**config.mk**
```make
export PLATFORM = sky130hd
export DESIGN_NAME = falling_object_spawner
export DESIGN_NICKNAME = d
export VERILOG_FILES = /design/src/rtl/falling_pkg.sv /design/src/rtl/lfsr_16.sv /design/src/rtl/falling_object_spawner.sv
export SDC_FILE = /design/constraint.sdc
export NUM_CORES = 1
export LEC_CHECK = 0
export CAP_MARGIN = 0
export CORE_MARGIN = 2
export CORE_UTILIZATION = 56
export DETAILED_ROUTE_END_ITERATION = 8
export HOLD_SLACK_MARGIN = 0.1
export PLACE_DENSITY = 0.81
export SLEW_MARGIN = 5
export SYNTH_ARGS = -nofsm -noshare
export SYNTH_HDL_FRONTEND = slang
export SYNTH_SLANG_ARGS = --single-unit
```
**constraint.sdc**
```tcl
create_clock -name clk -period 5.11 [get_ports clk]
set_input_delay 0.511 -clock clk [delete_from_list [all_inputs] [get_ports clk]]
set_output_delay 0.511 -clock clk [all_outputs]
set_load 0.05 [all_outputs]
```
**src/rtl/falling_pkg.sv**
```systemverilog
// ---------------------------------------------------------------------------
// falling_pkg
//   Shared definitions for the falling-object spawner:
//   - screen geometry and the speed fixed-point scale;
//   - spawner FSM state encoding, as plain constants plus an enum built on them;
//   - the 16-bit Galois LFSR step, polynomial mask 0xB400.
// ---------------------------------------------------------------------------
package falling_pkg;

   localparam int FIXED_POINT_MULTIPLIER = 64;
   localparam int X_FRAME_SIZE           = 639;
   localparam int Y_FRAME_SIZE           = 479;

   localparam logic [1:0] ST_IDLE   = 2'd0;
   localparam logic [1:0] ST_WAIT   = 2'd1;
   localparam logic [1:0] ST_LOAD   = 2'd2;
   localparam logic [1:0] ST_ACTIVE = 2'd3;

   typedef enum logic [1:0] {
      IDLE   = ST_IDLE,
      WAIT   = ST_WAIT,
      LOAD   = ST_LOAD,
      ACTIVE = ST_ACTIVE
   } spawner_state_t;

   localparam logic [15:0] LFSR_POLY = 16'hB400;

   // Galois form: shift right, fold the polynomial in when a 1 drops out.
   function automatic logic [15:0] lfsr_next(input logic [15:0] s);
      return s[0] ? ((s >> 1) ^ LFSR_POLY) : (s >> 1);
   endfunction

endpackage

```
**src/rtl/lfsr_16.sv**
```systemverilog
// ---------------------------------------------------------------------------
// lfsr_16
//   Free-running 16-bit Galois LFSR (mask 0xB400). Loads SEED on reset and
//   advances one step on every clock where reset is low.
//   Ports:
//     clk     in   1   clock
//     reset   in   1   synchronous, active-high
//     state_o out  16  current LFSR state
// ---------------------------------------------------------------------------
module lfsr_16
   import falling_pkg::*;
#(
   parameter logic [15:0] SEED = 16'hACE1
) (
   input  logic        clk,
   input  logic        reset,
   output logic [15:0] state_o
);

   logic [15:0] state_q;
   logic [15:0] state_d;

   assign state_d = lfsr_next(state_q);
   assign state_o = state_q;

   always_ff @(posedge clk) begin
      if (reset) begin
         state_q <= SEED;
      end else begin
         state_q <= state_d;
      end
   end

endmodule

```
**src/rtl/falling_object_spawner.sv**
```systemverilog
// ---------------------------------------------------------------------------
// falling_object_spawner
//   Drives one falling-object mover: waits SPAWN_DELAY_FRAMES frames, picks a
//   pseudo-random X in [X_MIN, X_MAX], pulses load, keeps visible high while
//   the object falls, and retires it on collision (caught, speeds up) or on
//   exceed (escaped). All outputs are registered.
//
//   Handshake: there is no valid/ready pair here. load, caught and escaped
//   are single-cycle pulses that the consumer must take on the cycle they are
//   high; exceed and collision are sampled only while ACTIVE.
//
//   Ports:
//     clk          in   1   clock
//     reset        in   1   synchronous, active-high
//     startOfFrame in   1   one-cycle pulse per frame
//     enable       in   1   spawning allowed
//     collision    in   1   object hit this cycle
//     exceed       in   1   object reached the bottom of the frame
//     load         out  1   pulse: mover latches X and resets Y
//     visible      out  1   object on screen
//     speed        out  32  signed fall speed (64 = 1 px/frame)
//     topLeftXRand out  11  signed spawn X, valid while load is high
//     caught       out  1   pulse: retired by collision
//     escaped      out  1   pulse: retired by exceed
//     spawnCount   out  16  launches since reset, wrapping
//     state_o      out  2   current FSM state (debug)
// ---------------------------------------------------------------------------
module falling_object_spawner
   import falling_pkg::*;
#(
   parameter int          X_MIN              = 0,
   parameter int          X_MAX              = 600,
   parameter int          SPAWN_DELAY_FRAMES = 60,
   parameter int          INITIAL_SPEED      = 64,
   parameter int          SPEED_STEP         = 16,
   parameter int          MAX_SPEED          = 512,
   parameter logic [15:0] LFSR_SEED          = 16'hACE1
) (
   input  logic               clk,
   input  logic               reset,
   input  logic               startOfFrame,
   input  logic               enable,
   input  logic               collision,
   input  logic               exceed,
   output logic               load,
   output logic               visible,
   output logic signed [31:0] speed,
   output logic signed [10:0] topLeftXRand,
   output logic               caught,
   output logic               escaped,
   output logic [15:0]        spawnCount,
   output spawner_state_t     state_o
);

   localparam int          X_SPAN     = X_MAX - X_MIN + 1;
   localparam logic [15:0] FRAME_LAST = 16'(SPAWN_DELAY_FRAMES - 1);

   spawner_state_t     state_q, state_d;
   logic [15:0]        frame_q, frame_d;
   logic               load_q, load_d;
   logic               visible_q, visible_d;
   logic               caught_q, caught_d;
   logic               escaped_q, escaped_d;
   logic signed [31:0] speed_q, speed_d;
   logic signed [10:0] x_q, x_d;
   logic [15:0]        count_q, count_d;

   logic [15:0]        lfsr_state;
   logic [31:0]        x_off;
   logic signed [31:0] x_spawn;
   logic signed [31:0] speed_sum;
   logic signed [31:0] speed_sat;
   logic               unused_hi_bits;

   lfsr_16 #(
      .SEED(LFSR_SEED)
   ) u_lfsr (
      .clk    (clk),
      .reset  (reset),
      .state_o(lfsr_state)
   );

   // Spawn X from the low 11 LFSR bits; divisor is a constant so this maps
   // to a fixed modulo, and the result always lands inside [X_MIN, X_MAX].
   assign x_off   = 32'({5'd0, lfsr_state[10:0]}) % 32'(X_SPAN);
   assign x_spawn = X_MIN + $signed(x_off);

   assign speed_sum = speed_q + 32'(SPEED_STEP);
   assign speed_sat = (speed_sum > 32'(MAX_SPEED)) ? 32'(MAX_SPEED) : speed_sum;

   assign unused_hi_bits = ^{lfsr_state[15:11], x_spawn[31:11]};

   always_comb begin
      state_d   = state_q;
      frame_d   = frame_q;
      load_d    = 1'b0;
      visible_d = visible_q;
      caught_d  = 1'b0;
      escaped_d = 1'b0;
      speed_d   = speed_q;
      x_d       = x_q;
      count_d   = count_q;

      case (state_q)
         IDLE: begin
            visible_d = 1'b0;
            if (enable) begin
               state_d = WAIT;
               frame_d = '0;
            end
         end
         WAIT: begin
            visible_d = 1'b0;
            if (!enable) begin
               state_d = IDLE;
            end else if (startOfFrame) begin
               if (frame_q == FRAME_LAST) begin
                  x_d     = x_spawn[10:0];
                  load_d  = 1'b1;
                  count_d = count_q + 16'd1;
                  state_d = LOAD;
               end else begin
                  frame_d = frame_q + 16'd1;
               end
            end
         end
         LOAD: begin
            // visible rises one cycle after load so the mover never sees a
            // frame update competing with the load on the same cycle.
            visible_d = 1'b1;
            state_d   = ACTIVE;
         end
         ACTIVE: begin
            if (collision || exceed) begin
               visible_d = 1'b0;
               frame_d   = '0;
               state_d   = enable ? WAIT : IDLE;
               if (collision) begin
                  caught_d = 1'b1;
                  speed_d  = speed_sat;
               end else begin
                  escaped_d = 1'b1;
               end
            end
         end
         default: begin
            state_d   = IDLE;
            visible_d = 1'b0;
         end
      endcase
   end

   always_ff @(posedge clk) begin
      if (reset) begin
         state_q   <= IDLE;
         frame_q   <= '0;
         load_q    <= 1'b0;
         visible_q <= 1'b0;
         caught_q  <= 1'b0;
         escaped_q <= 1'b0;
         speed_q   <= 32'(INITIAL_SPEED);
         x_q       <= 11'(X_MIN);
         count_q   <= '0;
      end else begin
         state_q   <= state_d;
         frame_q   <= frame_d;
         load_q    <= load_d;
         visible_q <= visible_d;
         caught_q  <= caught_d;
         escaped_q <= escaped_d;
         speed_q   <= speed_d;
         x_q       <= x_d;
         count_q   <= count_d;
      end
   end

   assign load         = load_q;
   assign visible      = visible_q;
   assign caught       = caught_q;
   assign escaped      = escaped_q;
   assign speed        = speed_q;
   assign topLeftXRand = x_q;
   assign spawnCount   = count_q;
   assign state_o      = state_q;

endmodule

```
==> run summary, run 1 <==
#FFs+latches synth -> 93
initial core utilization -> 0.5775
crit path launch type -> flop
mux share of post-synthesis cell area -> 0.01214
Max Cap Violations -> 0
yosys warns -> 0
Max Clock Freq -> 229.5 MHz
Die Height -> 101.8 um
routed wire length -> 13,400 um
# setup viols final -> 0
first-pass iteration count of the detailed router -> 6
r2r worst-path depth -> 17
die width -> 101.8 um
via/cell ratio -> 6.041
max-slew violation count -> 0
Leakage -> 2.061 nW
average wire per cell in the routed design -> 15.69 um
commonest non-fill, non-tap cell in the layout -> dfxtp_1
outcome -> finished clean
main combinational cell family by area after synthesis -> simple AND/OR/NAND/NOR gates
CTS tree -> yes
vias in the first global route -> 4,610
crit path max fanout -> 12
# rows -> 35
Clock Path Buffers -> 2
antenna cell count -> 0
power per cell area -> 234.0 nW/um^2
TritonCTS Buffers -> 9
DP HPWL -> 9525 um
Fin Clk Skew -> 0.01995 ns
hold_sp -> u_lfsr.state_o[12]$_SDFF_PP0_
Fill cells -> 799
gr usage total -> 0.2589
global-route wire length before repair -> 21,710 um
Reg-to-Reg Start -> u_lfsr.state_o[2]$_SDFF_PP0_
Layout Cells excl Fill -> 854
ys async rst share -> 0
Final Hold Fails -> 0
Max H-tree Level -> 3
Mapped Area -> 5361 um^2
# nets final -> 734
Setup Total Neg Slack -> 0 ns
Synth Area in Compound Gates -> 0.1979
CTS root buf -> clkbuf_8
die area -> 10,370 um^2
Hold Path Stages -> 1
VDD IR max -> 0.0001626 V
core area -> 9284 um^2
area grow syn2layout -> 15.68%
# clock sinks -> 93
via count -> 5,159
top_reg_cell synth -> dfxtp_1
gr ovfl total -> 0
post-synthesis sequential area ratio -> 0.3473
footprint of the multi-input gates -> 3237 um^2
Netlist cell types -> 82
setup bufs post-CTS -> 0
fraction of layout cells with a size suffix above 1 -> 0.06897
dpl ws -> 0.9099 ns
most frequent cells in the layout -> 93 x dfxtp_1, 75 x nor2_1, 65 x clkdlybuf4s50_1, 64 x nand2_1, 36 x a21oi_1
Synth Area in XOR/XNOR -> 0.07468
Synth Instances -> 680
IO Port Bufs -> 66
I/O pin cnt -> 71
initial antenna violation count -> 0
RSZ-0062 raised after global routing -> no
Final ANT Viol Nets -> 0
Tcrit/Tclk final -> 0.8526
worst skew pair latency -> 0.37 ns
largest net degree at the start of global routing -> 55
Hold Path Sink -> u_lfsr.state_o[11]$_SDFF_PP1_
worst slew pin tran -> 1.107 ns
Resize count post-CTS -> 0
simple-gate share of the synthesized area -> 0.2966
DR DRC count -> 0
worst hold margin -> 0.4280 ns
Post-synth EDFFs -> 0
CP Class -> flop to flop
Post-Synth Adder-Cell Area -> 0.01867
slew margin rel. -> 0.2587
Placed Cells -> 838
r2r setup slk -> 0.75 ns
sequential cell area -> 1862 um^2
Worst setup EP type -> flop
cts-stage hold buffer count -> 0
minimum clock period -> 4.357 ns
Setup WS post-layout -> 0.7532 ns
final core utilization -> 0.6681
reg2reg end -> topLeftXRand[1]$_SDFFE_PP0P_
Worst-path clk slew -> 0.10 ns
syn_area_per_cell -> 7.884 um^2
initial drt markers -> 252
Placer Congestion -> 0.9397
CP Data Required Time -> 5.40 ns
HP Class -> flop to flop
WP data arrival -> 4.64 ns
[synthesized netlist by cell type, drive strengths merged, types with 21 or more instances]
master,number,share of area
clkbuf,23,0.016
nor3,26,0.026
nor2,77,0.055
dfxtp,93,0.35
a31oi,21,0.027
o21ai,43,0.041
nand4,23,0.028
nand2,64,0.045
nand3,33,0.031
a21oi,37,0.035
xnor2,30,0.050
[metal layers]
layer / GRT usage / vias up / wire length [um]
met5: 0 / - / 0
met4: 0.08103 / 0 / 148
met3: 0.04993 / 19 / 956
met2: 0.4114 / 183 / 6200
met1: 0.3573 / 2435 / 6092
li1: - / 2522 / -
[critical path, cell delays in order, from the launching register on]
cell      delay (ns)
dfxtp_1         0.39
inv_1           0.17
ha_1            0.21
nor3_1          0.09
nor3_2          0.46
o21ai_1         0.29
nand2_1         0.17
nand2_1         0.06
o21ai_0         0.17
ha_1            0.30
nand2_1         0.06
or4_1           0.45
a31o_1          0.25
nand4_2         0.12
a31oi_4         0.11
nor2_2          0.43
mux2_4          0.35
a211oi_2        0.20
[final cells by class]
cell class,instances,share of cell area
Clock buffer,9,0.01997
Clock inverter,7,0.01049
Inverter,20,0.01210
Multi-Input combinational cell,527,0.5219
Sequential cell,93,0.3002
Tap cell,129,0.02602
Timing Repair Buffer,69,0.1093
[power breakdown]
part	total, mW	switching (mW)	internal, mW	leakage [nW]
Clock	0.493	0.302	0.191	0.0999
Sequential	0.753	0.0190	0.734	0.754
Combinational	0.205	0.131	0.0738	1.21
Total	1.45	0.452	0.999	2.06
[metrics by stage]
step                      area, um^2  total power [mW]
after floorplan                 5373            0.9333
after global placement          6013            0.9670
after detailed placement        6013            0.9707
after CTS                       6202             1.448
after global routing            6202             1.504
final                           6202             1.452
[worst max-delay path by stage]
stage / depth (start not counted) / start / to / slack [ns]
floorplan: 17 / u_lfsr.state_o[9]$_SDFF_PP0_ / topLeftXRand[1]$_SDFFE_PP0P_ / 1.45
CTS: 17 / u_lfsr.state_o[2]$_SDFF_PP0_ / topLeftXRand[1]$_SDFFE_PP0P_ / 0.87
global placement: 15 / u_lfsr.state_o[3]$_SDFF_PP0_ / topLeftXRand[1]$_SDFFE_PP0P_ / 1.0
global route: 17 / u_lfsr.state_o[2]$_SDFF_PP0_ / topLeftXRand[1]$_SDFFE_PP0P_ / 0.56
detailed placement: 17 / u_lfsr.state_o[2]$_SDFF_PP0_ / topLeftXRand[1]$_SDFFE_PP0P_ / 0.91
finish: 17 / u_lfsr.state_o[2]$_SDFF_PP0_ / topLeftXRand[1]$_SDFFE_PP0P_ / 0.75
[registers in the layout, summed over array words and instances, names as in the netlist]
register and count:
speed 28, frame_q 16, spawnCount 16, u_lfsr.state_o 16, topLeftXRand 11, state_o 2, caught 1, escaped 1
load 1, visible 1
[cells by family after synthesis]
kind of cell,after synthesis
AOI/OAI and AO/OA,159
xor gates and xnor gates,44
adders and majority gates,8
buffers and inverters,63
DFF,93
muxes,6
other,1
and+or+nand+nor,306
Power figures use the tool's default switching activity.
==> inputs of run 2 (changes only) <==
Clock period 5.11 ns to 5.15 ns, I/O delays scaled along.
==> run 2 against run 1 <==
  * Critical path depth unchanged
  * Combinational power is essentially flat
  * Clock power down 3%
  * First-iteration DRC count grew 3.6%
  * Register-to-register slack improved by 0.07 ns
  * Sequential cell count stayed put
  * Global-route usage is 0.31 points higher
  * Via count is 0.14% lower
  * Sequential power is 0.8% lower
  * Utilization hardly changed
  * Setup slack improved by 0.065 ns
  * Largest power group unchanged
  * Highest routed layer unchanged
==> run summary, run 2 (same netlist as run 1, synthesis figures left out) <==
outcome -> finished clean
max-slew violation count -> 0 (unchanged)
Leakage -> 2.057 nW (-0.21%)
Fill cells -> 799 (unchanged)
global-route wire length before repair -> 22,110 um (+1.9%)
crit path launch type -> flop
largest net degree at the start of global routing -> 55 (unchanged)
crit path max fanout -> 12 (unchanged)
gr usage total -> 0.2619 (+0.003089)
worst skew pair latency -> 0.36 ns (about the same)
cts-stage hold buffer count -> 0 (unchanged)
Worst setup EP type -> flop
core area -> 9284 um^2 (unchanged)
Die Height -> 101.8 um (unchanged)
Setup Total Neg Slack -> 0 ns (unchanged)
CTS root buf -> clkbuf_8
VDD IR max -> 0.0001522 V (-6.4%)
antenna cell count -> 0 (unchanged)
WP data arrival -> 4.61 ns (-0.03 ns)
first-pass iteration count of the detailed router -> 4 (-2)
Fin Clk Skew -> 0.01853 ns (-0.001419 ns)
die area -> 10,370 um^2 (unchanged)
Tcrit/Tclk final -> 0.8410 (-0.01157)
switching share of power -> 0.3083 (-0.003212)
CP Class -> flop to flop
fraction of layout cells with a size suffix above 1 -> 0.06897 (unchanged)
initial core utilization -> 0.5775 (unchanged)
r2r worst-path depth -> 17 (unchanged)
final core utilization -> 0.6679 (about the same)
area grow syn2layout -> 15.66% (about the same)
CP Data Required Time -> 5.43 ns (+0.03 ns)
HP Class -> flop to flop
vias in the first global route -> 4,648 (+0.82%)
worst slew pin tran -> 1.163 ns (+0.05667 ns)
Net Sw Power -> 0.4411 mW (-2.4%)
# clock sinks -> 93 (unchanged)
Max Cap Violations -> 0 (unchanged)
routed wire length -> 13,410 um (about the same)
via/cell ratio -> 6.033 (-0.14%)
Final Hold Fails -> 0 (unchanged)
Clock Path Buffers -> 2 (unchanged)
Worst-path clk slew -> 0.10 ns (about the same)
die width -> 101.8 um (unchanged)
Logic pwr share -> 0.143 (+0.002)
Placer Congestion -> 0.9352 (-0.48%)
initial antenna violation count -> 0 (unchanged)
IO Port Bufs -> 66 (unchanged)
Max H-tree Level -> 3 (unchanged)
via count -> 5,152 (-0.14%)
TritonCTS Buffers -> 9 (unchanged)
share of power burned in registers -> 0.522 (+0.003)
max FFs per register -> 28 (unchanged)
CTS tree -> yes
power per cell area -> 230.7 nW/um^2 (-1.4%)
initial drt markers -> 261 (+3.6%)
DP HPWL -> 9510 um (-0.16%)
Hold Path Stages -> 1 (unchanged)
Final ANT Viol Nets -> 0 (unchanged)
setup bufs post-CTS -> 0 (unchanged)
# nets final -> 734 (unchanged)
minimum clock period -> 4.331 ns (-0.02546 ns)
average wire per cell in the routed design -> 15.70 um (about the same)
Resize count post-CTS -> 0 (unchanged)
# rows -> 35 (unchanged)
Cell Int Power -> 0.9896 mW (-0.97%)
I/O pin cnt -> 71 (unchanged)
Clock power frac -> 0.334 (-0.006)
# setup viols final -> 0 (unchanged)
RSZ-0062 raised after global routing -> no
gr ovfl total -> 0 (unchanged)
most frequent cells in the layout -> 93 x dfxtp_1, 75 x nor2_1, 65 x clkdlybuf4s50_1, 64 x nand2_1, 36 x a21oi_1
Max Clock Freq -> 230.9 MHz (+0.59%)
slew margin rel. -> 0.2207 (-0.03796)
DR DRC count -> 0 (unchanged)
commonest non-fill, non-tap cell in the layout -> dfxtp_1
==> run 2: per-layer routing <==
metal,vias to the layer above,track usage,wire length (um)
met3,10,0.05335,1100
met4,0,0.05231,95
met1,2392,0.3610,5961
met2,219,0.4297,6248
li1,2531,-,-
met5,-,0,0
==> run 2: final timing paths <==
path,start,end,slack [ns]
max reg2reg,u_lfsr.state_o[2]$_SDFF_PP0_,topLeftXRand[1]$_SDFFE_PP0P_,0.82
max,u_lfsr.state_o[2]$_SDFF_PP0_,topLeftXRand[1]$_SDFFE_PP0P_,0.82
min reg2reg,u_lfsr.state_o[12]$_SDFF_PP0_,u_lfsr.state_o[11]$_SDFF_PP1_,0.42
min,u_lfsr.state_o[12]$_SDFF_PP0_,u_lfsr.state_o[11]$_SDFF_PP1_,0.42
==> run 2: area by class of cell <==
type | instances | area, um^2 | area share
multi-input combinational | 527 | 3237 | 0.5220
clock inverter | 7 | 63.81 | 0.01029
clock buffer | 9 | 123.9 | 0.01998
timing repair buffer | 69 | 678.2 | 0.1094
sequential | 93 | 1862 | 0.3002
tap | 129 | 161.4 | 0.02603
inverter | 20 | 75.07 | 0.01211
==> run 2: power by group through the flow <==
stage | registers (mW) | clock network [mW] | logic [mW]
after floorplan | 0.753 | 0 | 0.173
after global routing | 0.750 | 0.521 | 0.222
after CTS | 0.747 | 0.484 | 0.201
after detailed placement | 0.763 | 0 | 0.200
final | 0.747 | 0.478 | 0.205
after global placement | 0.762 | 0 | 0.198
==> run 2: through the flow <==
step	hold slack [ns]	power [mW]	instance area, um^2	cells	worst slack (ns)
after global placement	0.3926	0.9598	6013	838	1.043
after CTS	0.4226	1.433	6201	854	0.8769
after global routing	0.4257	1.493	6201	854	0.4686
after floorplan	0.3895	0.9260	5373	683	1.491
after detailed placement	0.4077	0.9634	6013	838	0.9248
final	0.4185	1.431	6201	854	0.8186
==> run 2: worst max-delay path, cell delays in order, from the launching register on <==
cell	delay (ns)
dfxtp_1	0.38
inv_1	0.17
ha_1	0.22
nor3_1	0.09
nor3_2	0.45
o21ai_1	0.28
nand2_1	0.16
nand2_1	0.06
o21ai_0	0.16
ha_1	0.29
nand2_1	0.06
or4_1	0.44
a31o_1	0.25
nand4_2	0.12
a31oi_4	0.12
nor2_2	0.45
mux2_4	0.35
a211oi_2	0.21
